## config.mk

```make
export PLATFORM = sky130hd
export DESIGN_NAME = ram_dump_reader
export DESIGN_NICKNAME = d
export VERILOG_FILES = /design/src/rtl/ram_dump_pkg.sv /design/src/rtl/word_byte_serializer.sv /design/src/rtl/ram_dump_reader.sv
export SDC_FILE = /design/constraint.sdc
export NUM_CORES = 1
export LEC_CHECK = 0
export CORE_MARGIN = 5
export CORE_UTILIZATION = 45
export DETAILED_ROUTE_END_ITERATION = 16
export PLACE_DENSITY = 0.76
export SYNTH_ARGS = -nofsm -noshare
export SYNTH_HDL_FRONTEND = slang
export SYNTH_SLANG_ARGS = --single-unit
```

## constraint.sdc

```tcl
create_clock -name clk -period 2.25 [get_ports clk]
set_input_delay 0.225 -clock clk [delete_from_list [all_inputs] [get_ports clk]]
set_output_delay 0.225 -clock clk [all_outputs]
set_load 0.02 [all_outputs]
```

## src/rtl/ram_dump_pkg.sv

```systemverilog
// Shared types and constants for the RAM dump reader.
// Imported by the top level and the byte serializer.
package ram_dump_pkg;

    localparam int NB_BYTE        = 8;
    localparam int BYTES_PER_WORD = 4;
    localparam int ADDR_STRIDE    = 4;

    typedef enum logic [1:0] {
        IDLE = 2'd0,
        LOAD = 2'd1,
        SEND = 2'd2,
        DONE = 2'd3
    } state_e;

endpackage

```

## src/rtl/word_byte_serializer.sv

```systemverilog
// Holds one RAM word and emits it as MSB-first bytes
// on a valid/ready interface.
module word_byte_serializer
    import ram_dump_pkg::*;
#(
    parameter int NB_DATA = 32
) (
    input  logic               clk,
    input  logic               i_rst_n,
    input  logic               i_load,
    input  logic [NB_DATA-1:0] i_word,
    input  logic               i_ready,
    output logic [NB_BYTE-1:0] o_byte,
    output logic               o_valid,
    output logic               o_word_done
);

    logic [NB_DATA-1:0] shreg_q, shreg_d;
    logic [1:0]         idx_q, idx_d;
    logic               valid_q, valid_d;
    logic               hs;

    always_ff @(posedge clk) begin
        if (!i_rst_n) begin
            shreg_q <= '0;
            idx_q   <= '0;
            valid_q <= 1'b0;
        end else begin
            shreg_q <= shreg_d;
            idx_q   <= idx_d;
            valid_q <= valid_d;
        end
    end

    always_comb begin
        hs      = valid_q && i_ready;
        shreg_d = shreg_q;
        idx_d   = idx_q;
        valid_d = valid_q;
        if (i_load) begin
            shreg_d = i_word;
            idx_d   = '0;
            valid_d = 1'b1;
        end else if (hs) begin
            shreg_d = shreg_q << NB_BYTE;
            idx_d   = idx_q + 2'd1;
            // last byte of the word: drop valid until the next load
            if (idx_q == 2'(BYTES_PER_WORD - 1)) begin
                valid_d = 1'b0;
            end
        end
    end

    assign o_byte      = valid_q ? shreg_q[NB_DATA-1 -: NB_BYTE] : '0;
    assign o_valid     = valid_q;
    assign o_word_done = hs && (idx_q == 2'(BYTES_PER_WORD - 1));

endmodule

```

## src/rtl/ram_dump_reader.sv

```systemverilog
// Dumps a range of RAM words as a byte stream, MSB first,
// for the debug UART transmitter.
module ram_dump_reader
    import ram_dump_pkg::*;
#(
    parameter int NB_DATA = 32,
    parameter int NB_ADDR = 8
) (
    input  logic               clk,
    input  logic               i_rst_n,
    input  logic               i_start,
    input  logic [NB_ADDR-1:0] i_base_addr,
    input  logic [NB_ADDR-1:0] i_num_words,
    output logic [NB_ADDR-1:0] o_ram_addr,
    input  logic [NB_DATA-1:0] i_ram_data,
    output logic [NB_BYTE-1:0] o_byte,
    output logic               o_byte_valid,
    input  logic               i_byte_ready,
    output logic               o_busy,
    output logic               o_done
);

    state_e             state_q, state_d;
    logic [NB_ADDR-1:0] addr_q, addr_d;
    logic [NB_ADDR-1:0] words_q, words_d;
    logic               load;
    logic               word_done;

    always_ff @(posedge clk) begin
        if (!i_rst_n) begin
            state_q <= IDLE;
            addr_q  <= '0;
            words_q <= '0;
        end else begin
            state_q <= state_d;
            addr_q  <= addr_d;
            words_q <= words_d;
        end
    end

    always_comb begin
        state_d = state_q;
        addr_d  = addr_q;
        words_d = words_q;
        load    = 1'b0;
        unique case (state_q)
            IDLE: begin
                if (i_start) begin
                    addr_d  = i_base_addr;
                    words_d = i_num_words;
                    state_d = (i_num_words == '0) ? DONE : LOAD;
                end
            end
            LOAD: begin
                load    = 1'b1;
                state_d = SEND;
            end
            SEND: begin
                if (word_done) begin
                    // address wraps modulo 2^NB_ADDR by design
                    addr_d  = addr_q + NB_ADDR'(ADDR_STRIDE);
                    words_d = words_q - NB_ADDR'(1);
                    state_d = (words_q == NB_ADDR'(1)) ? DONE : LOAD;
                end
            end
            DONE: begin
                state_d = IDLE;
            end
        endcase
    end

    assign o_busy     = (state_q == LOAD) || (state_q == SEND);
    assign o_done     = (state_q == DONE);
    assign o_ram_addr = o_busy ? addr_q : '0;

    word_byte_serializer #(
        .NB_DATA (NB_DATA)
    ) u_ser (
        .clk         (clk),
        .i_rst_n     (i_rst_n),
        .i_load      (load),
        .i_word      (i_ram_data),
        .i_ready     (i_byte_ready),
        .o_byte      (o_byte),
        .o_valid     (o_byte_valid),
        .o_word_done (word_done)
    );

endmodule

```

==> impl_metrics.json, run 1 <==
{
  "outcome": "completed",
  "fin_crit_sh_pct": 92.34,
  "cts_buffers": 5,
  "die_h_um": 88.94,
  "setup_violations": 0,
  "cts_root_buf": "clkbuf_8",
  "synth_warnings": 0,
  "remaining_drc_errors": 0,
  "relSlewSlack_pct": 63.90,
  "grt_overflow_total": 0,
  "synth.area.top_cells": "dfxtp_1 38%, mux2i_1 9.3%, mux2_2 6.4%, and2_1 5.4%, nand2_1 4.6%",
  "antenna_left": 0,
  "holdPathStages": 2,
  "synth-main-ff-cell": "dfxtp_1",
  "peakVddDrop_v": 0.0005498,
  "path_class": "reg2out",
  "clockBufferDepth": 2,
  "io_pins": 71,
  "worstSkewPairLatency_ps": 300,
  "cts_tree": "done",
  "clk_pin_slew_ps": 90,
  "grt_pass1_wl_um": 11210,
  "skew_ps": 7.448,
  "rows": 28,
  "synth.most_common_cell": "dfxtp_1",
  "synthCells": 324,
  "final_hold_viol_count": 0,
  "min_path_type": "reg2reg",
  "synth_largest_area_cell": "dfxtp_1",
  "drv_cap": 0,
  "synth_common_cells": "53 x dfxtp_1, 34 x nand2_1, 30 x nor2_1, 26 x mux2i_1",
  "synthArstFlopShare_pct": 0,
  "grt_setup_unrepaired": "false",
  "antenna_found_initial": 0,
  "first_pass_iters": 4,
  "reg2reg_to": "words_q[6]$_SDFFE_PN0P_",
  "crit_end": "o_busy",
  "grt_max_degree": 31,
  "fin_nets": 452,
  "htree_levels": 2,
  "startpoint": "state_q[1]$_SDFFE_PN0P_",
  "end_kind": "output pin",
  "insertedDiodeCount": 0,
  "synth.avg_cell_area_um2": 8.654,
  "netlist_area_um2": 2804,
  "path_max_fanout": 9,
  "powerDensity_nw_per_um2": 1044,
  "startpoint_type": "flop",
  "initial_utilization_pct": 46.80,
  "drtIter0Drc": 137,
  "clock.fmax_ghz": 0.4813,
  "power.leakage_nw": 1.617,
  "synth_top_area_share_pct": 37.84,
  "die_x_um": 88.94,
  "synth-edff-count": 0,
  "coreArea_um2": 5991,
  "seq_area_frac_synth_pct": 37.84,
  "slew_violations": 0,
  "fin_setup_tns_ps": 0,
  "syn_to_final_growth_pct": 33.69,
  "ff2ff_path_depth": 6,
  "wl_um": 6799,
  "cts_hold_buf": 0,
  "syn_nets": 385,
  "tightest_slew_ps": 541.5,
  "synthDistinctLibCells": 43,
  "synth_seq_cells": 53,
  "place_congestion": 0.8636,
  "die_area_um2": 7909,
  "required_ps": 2030,
  "ff2ff_setup_slack_ps": 220,
  "viasPerCell": 5.351,
  "r2r-start": "state_q[1]$_SDFFE_PN0P_",
  "grt.total_usage_pct": 17.77,
  "cts.sinks": 53,
  "post-route-min-period_ps": 2078,
  "vias": 2499,
  "drive_above_1_share_pct": 10.71,
  "critPathArrivalTime_ps": 1850,
  "hpwl_um": 4995,
  "io_buffers": 70,
  "wire_per_inst_um": 14.56,
  "total_power_mw": 3.915,
  "grt_pass1_vias": 2421
}
==> registers in the layout, summed over array words and instances, names as in the netlist <==
signal	flops
u_ser.idx_q	2
words_q	8
state_q	2
u_ser.o_valid	1
u_ser.shreg_q	32
addr_q	8
==> worst max-delay path, stage by stage (launching register included) <==
cell and delay [ps]:
dfxtp_1 410, inv_1 110, ha_2 410, clkdlybuf4s50_1 630
==> layout make-up <==
| type | count | area [µm²] |
|---|---|---|
| multi-input cells | 244 | 1623 |
| clock buffers | 6 | 82.58 |
| repair buffers | 81 | 828.3 |
| fillers | 509 | 2242 |
| inverters | 6 | 22.52 |
| well taps | 75 | 93.84 |
| flip-flops and latches | 53 | 1061 |
| clock inverters | 2 | 37.54 |
==> what timing repair did <==
item,in CTS,in global routing
setup endpoints to repair,4,8
gates resized for setup,1,8
pin swaps,0,0
buffers inserted,0,0
==> worst min path at each step <==
stage | start | to | slack (ps)
after global placement | u_ser.idx_q[1]$_SDFFE_PP0P_ | u_ser.idx_q[1]$_SDFFE_PP0P_ | 440
after global routing | i_ram_data[1] | u_ser.shreg_q[1]$_SDFFE_PN0P_ | 470
after floorplan | i_rst_n | u_ser.shreg_q[23]$_SDFFE_PN0P_ | 350
after detailed placement | u_ser.idx_q[1]$_SDFFE_PP0P_ | u_ser.idx_q[1]$_SDFFE_PP0P_ | 460
final | u_ser.idx_q[1]$_SDFFE_PP0P_ | u_ser.idx_q[1]$_SDFFE_PP0P_ | 470
after CTS | i_ram_data[1] | u_ser.shreg_q[1]$_SDFFE_PN0P_ | 460
==> metal layers <==
metal	GRT usage (%)	vias to the layer above	share of wire, %
li1	-	1269	-
met2	28.48	65	47
met5	0	-	0
met3	3.226	12	4.9
met1	24.14	1153	46
met4	6.089	0	1.9
==> power by group <==
group,leakage [nW],internal [mW],switching (mW)
logic,1.13,0.882,0.921
registers,0.434,1.21,0.224
clock network,0.0574,0.362,0.316
total,1.62,2.45,1.46
==> kinds of logic (layout without fill, tap and decap cells) <==
logic type | Yosys count | after routing | share of synthesized area, %
AND/OR/NAND/NOR | 126 | 126 | 22.53
AO/OA/AOI/OAI | 65 | 65 | 14.59
flip-flops | 53 | 53 | 37.84
multiplexers | 43 | 43 | 16.24
buffers and inverters | 27 | 95 | 4.462
adder cells (fa/ha/maj) | 9 | 9 | 4.016
XOR/XNOR | 1 | 1 | 0.3124
==> stage by stage <==
step / utilization, % / hold slack (ps) / setup WS (ps) / instances / cell area (µm²)
final: 62.57 / 469.9 / 172.5 / 467 / 3749
after global placement: 60.19 / 444.8 / 233.7 / 459 / 3606
after floorplan: - / 346.7 / 461.2 / 324 / 2804
after CTS: 62.24 / 460.4 / 22.72 / 467 / 3729
after detailed placement: 60.19 / 461.6 / 174.2 / 459 / 3606
after global routing: 62.57 / 465.2 / 66.33 / 467 / 3749
==> cells in the final DEF, fill, tap and decap left out, drive strengths merged, types with 3 or more instances in the layout <==
cell and instances:
dlymetal6s2s 8, a21oi 24, mux2 17, nand3 9, clkbuf 6, dfxtp 53, a21o 3, nor3 3
nor2 30, clkdlybuf4s50 62, nand2 34, ha 9, nand3b 9, inv 5, nor4 3, nand2b 3
buf 11, and2 24, mux2i 26, o21ai 15, a31oi 4, a21bo 3, a211oi 4
Power figures use the tool's default switching activity.
==> inputs of run 2 (changes only) <==
CTS_BUF_LIST = sky130_fd_sc_hd__clkbuf_2   (was not set)
CTS_CLUSTER_DIAMETER = 80   (was not set)
==> impl_metrics.json, run 2 (synthesized netlist as in run 1, its figures left out) <==
{
  "critPathArrivalTime_ps": 1820,
  "ff2ff_path_depth": 7,
  "drive_above_1_share_pct": 11.22,
  "io_pins": 71,
  "initial_utilization_pct": 46.80,
  "final_area_um2": 3671,
  "holdPathStages": 3,
  "die_area_um2": 7909,
  "rows": 28,
  "die_x_um": 88.94,
  "insertedDiodeCount": 0,
  "htree_levels": 2,
  "hp-start": "i_ram_data[5]",
  "antenna_found_initial": 0,
  "final_common_cell": "clkdlybuf4s50_1",
  "place_congestion": 0.8636,
  "path_class": "reg2out",
  "cts.sinks": 53,
  "peakVddDrop_v": 0.0006652,
  "drv_cap": 0,
  "relSlewSlack_pct": 64.08,
  "remaining_drc_errors": 0,
  "antenna_left": 0,
  "post-route-min-period_ps": 2045,
  "startpoint": "state_q[1]$_SDFFE_PN0P_",
  "first_pass_iters": 4,
  "tightest_slew_ps": 538.8,
  "slowest_stage": "dfxtp_2",
  "fin_setup_tns_ps": 0,
  "min_path_type": "in2reg",
  "final_hold_viol_count": 0,
  "setup_ws_ps": 204.6,
  "wire_per_inst_um": 14.53,
  "r2r-start": "state_q[0]$_SDFFE_PN0P_",
  "skew_ps": 20.79,
  "clockBufferDepth": 2,
  "clk_pin_slew_ps": 270,
  "cts_hold_buf": 0,
  "slew_violations": 0,
  "clock.fmax_ghz": 0.4889,
  "vias": 2507,
  "end_kind": "output pin",
  "outcome": "completed",
  "hpwl_um": 4995,
  "worstSkewPairLatency_ps": 450,
  "powerDensity_nw_per_um2": 1012,
  "largest_reg_flops": 32,
  "slowest_delay_ps": 420,
  "largestRegisters": "u_ser.shreg_q: 32 flops, addr_q: 8 flops, words_q: 8 flops",
  "cts_setup_buffers": 0,
  "grt_setup_unrepaired": "false",
  "required_ps": 2030,
  "path_cells": "inv_1 -> ha_2 -> and2_1 -> dlygate4sd2_1",
  "grt_overflow_total": 0,
  "wl_um": 6784,
  "viasPerCell": 5.368,
  "fin_crit_sh_pct": 90.90,
  "path_max_fanout": 9,
  "pre_cts_ws_ps": 174.2,
  "cts_buffers": 5,
  "grt_max_degree": 31,
  "startpoint_type": "flop",
  "grt_pass1_vias": 2441,
  "coreArea_um2": 5991,
  "grt_pass1_wl_um": 11230,
  "fin_nets": 452,
  "cts_root_buf": "clkbuf_2",
  "die_h_um": 88.94,
  "setup_violations": 0,
  "most-common-layout-cells": "61 x clkdlybuf4s50_1, 50 x dfxtp_1, 34 x nand2_1, 30 x nor2_1, 26 x mux2i_1",
  "syn_to_final_growth_pct": 30.92,
  "placed_area_um2": 3606,
  "io_buffers": 70,
  "cts_tree": "done",
  "grt.total_usage_pct": 17.80,
  "top_register": "u_ser.shreg_q",
  "drtIter0Drc": 151,
  "power.leakage_nw": 1.502
}
[run 2: final timing paths]
| kind | to | slack, ps |
|---|---|---|
| worst max-delay path | o_ram_addr[1] | 200 |
| worst max register to register | addr_q[2]$_SDFFE_PN0P_ | 230 |
| worst min-delay path | u_ser.shreg_q[5]$_SDFFE_PN0P_ | 300 |
| worst min register to register | u_ser.idx_q[1]$_SDFFE_PP0P_ | 480 |
[run 2: timing repair]
item	in CTS	in global routing
gates resized for setup	11	2
cloned	0	0
setup endpoints to repair	9	9
[run 2: final cells by class]
class | count | area [µm²]
clock buffer | 5 | 25.02
timing repair buffer | 81 | 800.8
sequential | 53 | 1065
clock inverter | 3 | 41.29
multi-input combinational | 244 | 1623
fill | 525 | 2320
inverter | 6 | 22.52
tap | 75 | 93.84
[run 2: metrics by stage]
stage          cells  power, mW  util (%)  hold slack, ps
2_1_floorplan    324      2.699         -           346.7
3_3_place_gp     459      3.198     60.19           444.8
3_5_place_dp     459      3.247     60.19           461.6
4_1_cts          467      3.731     61.22           276.5
5_1_grt          467      4.021     61.28           258.5
6_report         467      3.713     61.28           302.8
[run 2: critical path, delay by kind of cell (launching register included)]
| kind | cells | cell delay (ps) |
|---|---|---|
| fa+ha+maj | 1 | 410 |
| buf+inv | 2 | 410 |
| flops | 1 | 420 |
| simple gates | 1 | 150 |
[run 2: per-layer routing]
layer / global-route usage, % / up-vias / share of wire (%)
met2: 28.54 / 65 / 47
li1: - / 1268 / -
met5: 0 / - / 0
met1: 24.08 / 1165 / 47
met4: 6.901 / 0 / 1.5
met3: 2.857 / 9 / 5.0
[run 2: where the power goes]
group / switching (mW) / leakage, nW / internal [mW]
combinational: 0.923 / 1.03 / 0.864
sequential: 0.224 / 0.435 / 1.21
clock: 0.305 / 0.0366 / 0.183
==> inputs of run 3 (changes only) <==
--- a/config.mk
+++ b/config.mk
@@ -7,3 +7,3 @@
 export LEC_CHECK = 0
-export CORE_MARGIN = 5
+export CORE_MARGIN = 2
 export CORE_UTILIZATION = 45
--- a/constraint.sdc
+++ b/constraint.sdc
@@ -3,2 +3,2 @@
 set_output_delay 0.225 -clock clk [all_outputs]
-set_load 0.02 [all_outputs]
+set_load 0.01 [all_outputs]
==> impl_metrics.json, run 3 (synthesized netlist as in run 1, its figures left out) <==
{
  "io_pins": 71,
  "critPathArrivalTime_ps": 1930,
  "antenna_found_initial": 0,
  "grt_pass1_vias": 2411,
  "fin_util_pct": 62.86,
  "drv_cap": 0,
  "power.leakage_nw": 1.577,
  "path_cells": "inv_1 -> ha_4 -> and2_1 -> clkdlybuf4s50_1",
  "path_max_fanout": 9,
  "hpwl_um": 4928,
  "tightest_slew_ps": 464.0,
  "clk_pin_slew_ps": 300,
  "powerDensity_nw_per_um2": 1020,
  "grt_setup_unrepaired": "false",
  "ff2ff_setup_slack_ps": 300,
  "antenna_left": 0,
  "cts_root_buf": "clkbuf_2",
  "die_area_um2": 6878,
  "htree_levels": 2,
  "cts_buffers": 5,
  "path_class": "reg2out",
  "grt_max_degree": 33,
  "viasPerCell": 5.407,
  "cts_hold_buf": 0,
  "initial_utilization_pct": 47.08,
  "first_pass_iters": 4,
  "fin_nets": 457,
  "final_area_um2": 3744,
  "pre_cts_ws_ps": 267.6,
  "rows": 28,
  "wire_per_inst_um": 14.17,
  "slowest_delay_ps": 530,
  "vias": 2552,
  "final_common_cell": "clkdlybuf4s50_1",
  "setup_ws_ps": 90.69,
  "top_register": "u_ser.shreg_q",
  "drive_above_1_share_pct": 12.34,
  "largest_reg_flops": 32,
  "placed_area_um2": 3628,
  "required_ps": 2030,
  "grt_pass1_wl_um": 11120,
  "place_congestion": 0.8388,
  "relSlewSlack_pct": 68.78,
  "setup_violations": 0,
  "clockBufferDepth": 2,
  "cts_tree": "done",
  "fin_setup_tns_ps": 0,
  "grt_overflow_total": 0,
  "end_kind": "output pin",
  "wl_um": 6686,
  "skew_ps": 21.44,
  "coreArea_um2": 5956,
  "slew_violations": 0,
  "fin_crit_sh_pct": 95.97,
  "worstSkewPairLatency_ps": 480,
  "grt.total_usage_pct": 19.33,
  "peakVddDrop_v": 0.0005696,
  "post-route-min-period_ps": 2159,
  "min_path_type": "in2reg",
  "cts.sinks": 53,
  "die_h_um": 82.94,
  "io_buffers": 70,
  "die_x_um": 82.94,
  "startpoint_type": "flop",
  "drtIter0Drc": 94,
  "largestRegisters": "u_ser.shreg_q: 32 flops, addr_q: 8 flops, words_q: 8 flops",
  "syn_to_final_growth_pct": 33.51,
  "most-common-layout-cells": "65 x clkdlybuf4s50_1, 51 x dfxtp_1, 34 x nand2_1, 30 x nor2_1, 26 x mux2i_1",
  "slowest_stage": "clkdlybuf4s50_1",
  "clock.fmax_ghz": 0.4631,
  "outcome": "completed",
  "remaining_drc_errors": 0,
  "insertedDiodeCount": 0,
  "final_hold_viol_count": 0
}
[run 3: layout make-up]
| cell class | count | area, µm² |
|---|---|---|
| clock buffer | 5 | 25.02 |
| inverter | 6 | 22.52 |
| timing repair buffer | 86 | 858.3 |
| multi-input combinational | 244 | 1633 |
| sequential | 53 | 1064 |
| clock inverter | 3 | 47.55 |
| tap | 75 | 93.84 |
| fill | 539 | 2212 |
[run 3: path summary, 6_finish.rpt]
check / from / endpoint / cells after the start
max reg2reg: state_q[1]$_SDFFE_PN0P_ / addr_q[5]$_SDFFE_PN0P_ / 7
max: state_q[1]$_SDFFE_PN0P_ / o_ram_addr[4] / 4
min reg2reg: u_ser.idx_q[1]$_SDFFE_PP0P_ / u_ser.idx_q[1]$_SDFFE_PP0P_ / 2
min: i_ram_data[3] / u_ser.shreg_q[3]$_SDFFE_PN0P_ / 3
[run 3: per-layer routing]
layer | GRT usage (%) | wire, µm
met4 | 7.004 | 131
met2 | 31.82 | 3121
met5 | 0 | 0
met3 | 3.976 | 356
met1 | 25.02 | 3077
[run 3: timing repair]
item,4_1_cts,5_1_grt
endpoints found under the setup margin,9,5
gates resized for setup,4,5
cloned,0,0
setup buffers,2,0
[run 3: per-stage QoR]
stage	hold slack [ps]	total power, mW	instances
after floorplan	346.7	2.650	324
after global placement	448.9	3.189	462
after detailed placement	455.4	3.247	462
after CTS	233.7	3.832	472
after global routing	218.0	4.094	472
final	248.7	3.817	472
[run 3: where the power goes]
part,internal (mW),leakage (nW),switching [mW]
clock,0.197,0.0440,0.340
combinational,0.949,1.10,0.901
sequential,1.21,0.434,0.219
total,2.36,1.58,1.46
[run 3: worst max-delay path, delay by kind of cell (launching register included)]
family	cells	cell delay [ps]
buf+inv	2	620
fa+ha+maj	1	320
flops	1	400
simple gates	1	130
